File: src/rtl/bcd_mod_counter.sv
// Packed-BCD modulo counter with preset, up/down direction and a cascadable
// carry/borrow. Counts MIN_VAL..TOP, where TOP is MOD-1 for a zero-based
// range and MOD for a one-based (12-hour style) range.
//
// Handshake note: there is no valid/ready pair here. EN is a one-cycle
// strobe that is consumed on the edge where it is high. cin is a
// combinational strobe meant to drive the EN of the next stage in the same
// cycle.
module bcd_mod_counter #(
  parameter int MOD     = 60,
  parameter int MIN_VAL = 0
) (
  input  logic       CP,
  input  logic       CR,
  input  logic       EN,
  input  logic       adjust,
  input  logic       mode,
  input  logic       PE,
  input  logic [7:0] pre_val,
  output logic [7:0] show_val,
  output logic       cin,
  output logic       pe_err
);

  localparam int         TOP     = (MIN_VAL == 1) ? MOD : MOD - 1;
  localparam logic [7:0] TOP_BCD = 8'(((TOP / 10) * 16) + (TOP % 10));
  localparam logic [7:0] MIN_BCD = 8'(MIN_VAL);

  logic [7:0] show_val_q, show_val_d;
  logic       pe_err_q, pe_err_d;

  logic [7:0] pre_bin;
  logic       pre_ok;
  logic       at_top, at_min;
  logic [7:0] inc_val, dec_val;

  // Preset validation: both digits decimal and the value inside MIN_VAL..TOP.
  always_comb begin
    pre_bin = (8'(pre_val[7:4]) * 8'd10) + 8'(pre_val[3:0]);
    pre_ok  = (pre_val[7:4] <= 4'd9) && (pre_val[3:0] <= 4'd9) &&
              ((MIN_VAL == 0) || (pre_bin != 8'd0)) &&
              (pre_bin <= 8'(TOP));
  end

  // One-step BCD increment/decrement including the wrap at either end.
  always_comb begin
    at_top = (show_val_q == TOP_BCD);
    at_min = (show_val_q == MIN_BCD);
    if (at_top)
      inc_val = MIN_BCD;
    else if (show_val_q[3:0] == 4'd9)
      inc_val = {show_val_q[7:4] + 4'd1, 4'd0};
    else
      inc_val = {show_val_q[7:4], show_val_q[3:0] + 4'd1};
    if (at_min)
      dec_val = TOP_BCD;
    else if (show_val_q[3:0] == 4'd0)
      dec_val = {show_val_q[7:4] - 4'd1, 4'd9};
    else
      dec_val = {show_val_q[7:4], show_val_q[3:0] - 4'd1};
  end

  // Next-state selection: preset beats counting; a rejected preset holds.
  always_comb begin
    show_val_d = show_val_q;
    pe_err_d   = 1'b0;
    if (PE) begin
      if (pre_ok) show_val_d = pre_val;
      else        pe_err_d   = 1'b1;
    end else if (EN) begin
      show_val_d = mode ? dec_val : inc_val;
    end
  end

  // State registers with synchronous reset to the lowest count value.
  always_ff @(posedge CP) begin
    if (CR) begin
      show_val_q <= MIN_BCD;
      pe_err_q   <= 1'b0;
    end else begin
      show_val_q <= show_val_d;
      pe_err_q   <= pe_err_d;
    end
  end

  // Carry/borrow to the next stage, suppressed while setting the time.
  always_comb begin
    cin = EN & ~PE & ~CR & ~adjust & (mode ? at_min : at_top);
  end

  assign show_val = show_val_q;
  assign pe_err   = pe_err_q;

endmodule

File: config.mk
export PLATFORM = sky130hd
export DESIGN_NAME = bcd_mod_counter
export DESIGN_NICKNAME = d
export VERILOG_FILES = /design/src/rtl/bcd_mod_counter.sv
export SDC_FILE = /design/constraint.sdc
export NUM_CORES = 1
export LEC_CHECK = 0
export BUFFER_PORTS_ARGS = -buffer_cell sky130_fd_sc_hd__buf_4
export CAP_MARGIN = 20
export CORE_ASPECT_RATIO = 0.6
export CORE_UTILIZATION = 40
export CTS_BUF_LIST = sky130_fd_sc_hd__clkbuf_16
export CTS_CLUSTER_SIZE = 16
export DETAILED_ROUTE_END_ITERATION = 6
export GPL_TIMING_DRIVEN = 0
export PLACE_DENSITY = 0.69
export SYNTH_ARGS = -nofsm -noshare
export SYNTH_HDL_FRONTEND = slang
export SYNTH_SLANG_ARGS = --single-unit
export TNS_END_PERCENT = 1
File: constraint.sdc
create_clock -name CP -period 6.2 [get_ports CP]
set_input_delay 0.62 -clock CP [delete_from_list [all_inputs] [get_ports CP]]
set_output_delay 0.62 -clock CP [all_outputs]
set_load 0.03 [all_outputs]
==> flow_metrics.env <==
export IMPL_finalClockSkew_ns=0.001992
export IMPL_ys_ff_latch=9
export IMPL_ant_nets=0
export IMPL_synthTopCellsByArea="dfxtp_1, ha_1, nand2_1, mux2i_1, fa_1"
export IMPL_max_freq_ghz=0.3345
export IMPL_endpoint="show_val[6]"
export IMPL_viasPerCell=5.880
export IMPL_grt_overflow_total=0
export IMPL_io_pins=24
export IMPL_hold_class="flip-flop to flip-flop"
export IMPL_leakagePower_nw=0.6411
export IMPL_max_cap_violations=0
export IMPL_grt_pass1_wl_mm=4.850
export IMPL_cp_start_kind="primary input"
export IMPL_finalSetupViolCount=0
export IMPL_vias=1176
export IMPL_area_growth_pct=25.03
export IMPL_grt_use_total=0.2015
export IMPL_first_iter_violations=37
export IMPL_regToRegStartpoint="show_val[4]"
export IMPL_dieArea_um2=3139
export IMPL_holdBufCountCts=0
export IMPL_numCtsBuffers=3
export IMPL_yosys_warnings=0
export IMPL_netlist_area_leader_share=0.1547
export IMPL_slew_headroom=0.7009
export IMPL_path_max_fanout=5
export IMPL_clock_sinks=9
export IMPL_tightest_slew_ns=0.4478
export IMPL_power_per_cell_area_nw_per_um2=202.4
export IMPL_cts_buffer_depth=2
export IMPL_clock_latency_ns=0.24
export IMPL_drc=0
export IMPL_layout_drive_gt1_share=0.2143
export IMPL_hold_viol_final=0
export IMPL_root_buffer="clkbuf_16"
export IMPL_postSynthCellCount=141
export IMPL_synth_largest_area_cell="dfxtp_1"
export IMPL_avgSynthCellArea_um2=8.261
export IMPL_r2r_end="show_val[7]"
export IMPL_drtPass1Iterations=4
export IMPL_stdcell_count=200
export IMPL_period_share=0.4822
export IMPL_post_drt_wl_per_cell_um=15.10
export IMPL_cts_resized=0
export IMPL_async_reset_ff_frac=0
export IMPL_crit_start="pre_val[5]"
export IMPL_post_cts_buffers=0
export IMPL_synth_cell_types=52
export IMPL_worstPathCellList="buf_4 -> ha_1 -> ha_1 -> fa_1 -> nand4b_1 -> o31ai_1 -> nand2_1 -> a31oi_2 -> a22oi_4 -> mux2_4"
export IMPL_rsz0062_at_grt="false"
export IMPL_rows=14
export IMPL_htreeDepth=1
export IMPL_end_kind="flip-flop"
export IMPL_crit_type="primary input to flip-flop"
export IMPL_first_global_vias=1025
export IMPL_port_buffers=23
export IMPL_syn_area_um2=1165
export IMPL_die_y_um=43.80
export IMPL_coreArea_um2=2628
export IMPL_cp_required_ns=6.33
export IMPL_worst_path_most_repeated_cell="ha_1"
export IMPL_peakVddDrop_uv=91.09
export IMPL_nets=198
export IMPL_placedCellCount=196
export IMPL_max_stage_delay_ns=0.60
export IMPL_cp_slowest_cell="fa_1"
export IMPL_synth_main_ff_cell="dfxtp_1"
export IMPL_initial_core_util=0.4433
export IMPL_yosysMostFrequentCell="nand2_1"
export IMPL_clk_pin_slew_ns=0.04
export IMPL_place_congestion=0.8753
export IMPL_synth_edf_count=0
export IMPL_hpwl_mm=2.348
export IMPL_worstPathArrival_ns=3.12
export IMPL_status="completed"
export IMPL_antenna_found_initial=0
export IMPL_synthTopCellsByCount="nand2_1, ha_1, dfxtp_1"
export IMPL_synth_net_count=170
export IMPL_diodes=0
export IMPL_finalMaxSlewViolations=0
export IMPL_r2r_slack_ns=4.11
export IMPL_cts_tree="done"
export IMPL_r2r_cells=8
export IMPL_totalWireLength_mm=3.019
export IMPL_tns_ns=0
export IMPL_die_w_um=71.67
export IMPL_ys_seq_area_frac=0.1547
export IMPL_period_needed_ns=2.990
export IMPL_grt_max_degree=11
## stage by stage
stage	utilization	area [µm²]	hold WS (ns)	power, W	setup slack (ns)
after global routing	0.5543	1456	0.5846	0.0003111	3.032
final	0.5543	1456	0.5683	0.0002948	3.210
after global placement	0.5243	1378	0.5353	0.0001758	2.954
after detailed placement	0.5243	1378	0.5550	0.0001780	2.979
after CTS	0.5543	1456	0.5617	0.0002944	3.208
after floorplan	-	1165	0.6332	0.0001455	3.282
## worst max-delay path, delay by kind of cell
family | cells | cell delay, ns
AO/OA/AOI/OAI | 3 | 0.71
multiplexers | 1 | 0.31
buffers and inverters | 1 | 0.14
AND/OR/NAND/NOR | 2 | 0.21
adder cells (fa/ha/maj) | 3 | 1.12
## flip-flops by register name (all words and copies together), names as in the netlist
register / count
pe_err: 1
show_val: 8
## area by class of cell
class                      instances  area, µm²
buffer                             3      11.26
clock buffer                       3      75.07
clock inverter                     1      3.754
fill                             254       1171
inverter                           8      30.03
multi-input combinational        121      943.4
sequential                         9      180.2
tap                               32      40.04
timing repair buffer              23      172.7
## where the power goes
| group | internal (W) | switching, W |
|---|---|---|
| registers | 0.0000627 | 0.00000964 |
| logic | 0.0000466 | 0.0000592 |
| clock network | 0.0000847 | 0.0000320 |
| total | 0.000194 | 0.000101 |
## layout by cell type (no fill, tap or decap), types with 4 or more instances in the layout
master / Yosys / routed
ha_1: 13 / 13
nand3_1: 6 / 6
dfxtp_1: 9 / 9
nor2_1: 5 / 5
o211ai_1: 4 / 4
inv_1: 8 / 9
buf_4: 0 / 23
a21oi_1: 6 / 6
nand2_1: 17 / 17
o21ai_0: 7 / 7
mux2i_1: 5 / 5
## worst min path at each step
stage	from	end	slack, ns	cells after the start
3_3_place_gp	show_val[5]	show_val[5]	0.54	2
6_report	show_val[5]	show_val[5]	0.57	2
4_1_cts	show_val[5]	show_val[5]	0.56	2
5_1_grt	show_val[5]	show_val[5]	0.58	2
3_5_place_dp	show_val[5]	show_val[5]	0.56	2
2_1_floorplan	show_val[5]	show_val[5]	0.63	2
## per-layer routing
metal	share of wire	vias up	global-route usage
li1	-	588	-
met1	0.52	557	0.2887
met2	0.42	27	0.3019
met3	0.051	4	0.05581
met4	0.0096	0	0.04314
met5	0	-	0
## cell families (layout without fill, tap and decap cells)
logic type	after synthesis	count (layout)	share of synthesized area
muxes	6	6	0.05585
and+or+nand+nor	52	52	0.2492
buffers and inverters	11	38	0.03545
DFF	9	9	0.1547
xor gates and xnor gates	3	3	0.02256
adders and majority gates	16	16	0.1837
AOI/OAI and AO/OA	44	44	0.2986
Note: power is estimated with default switching activity, not from simulation.
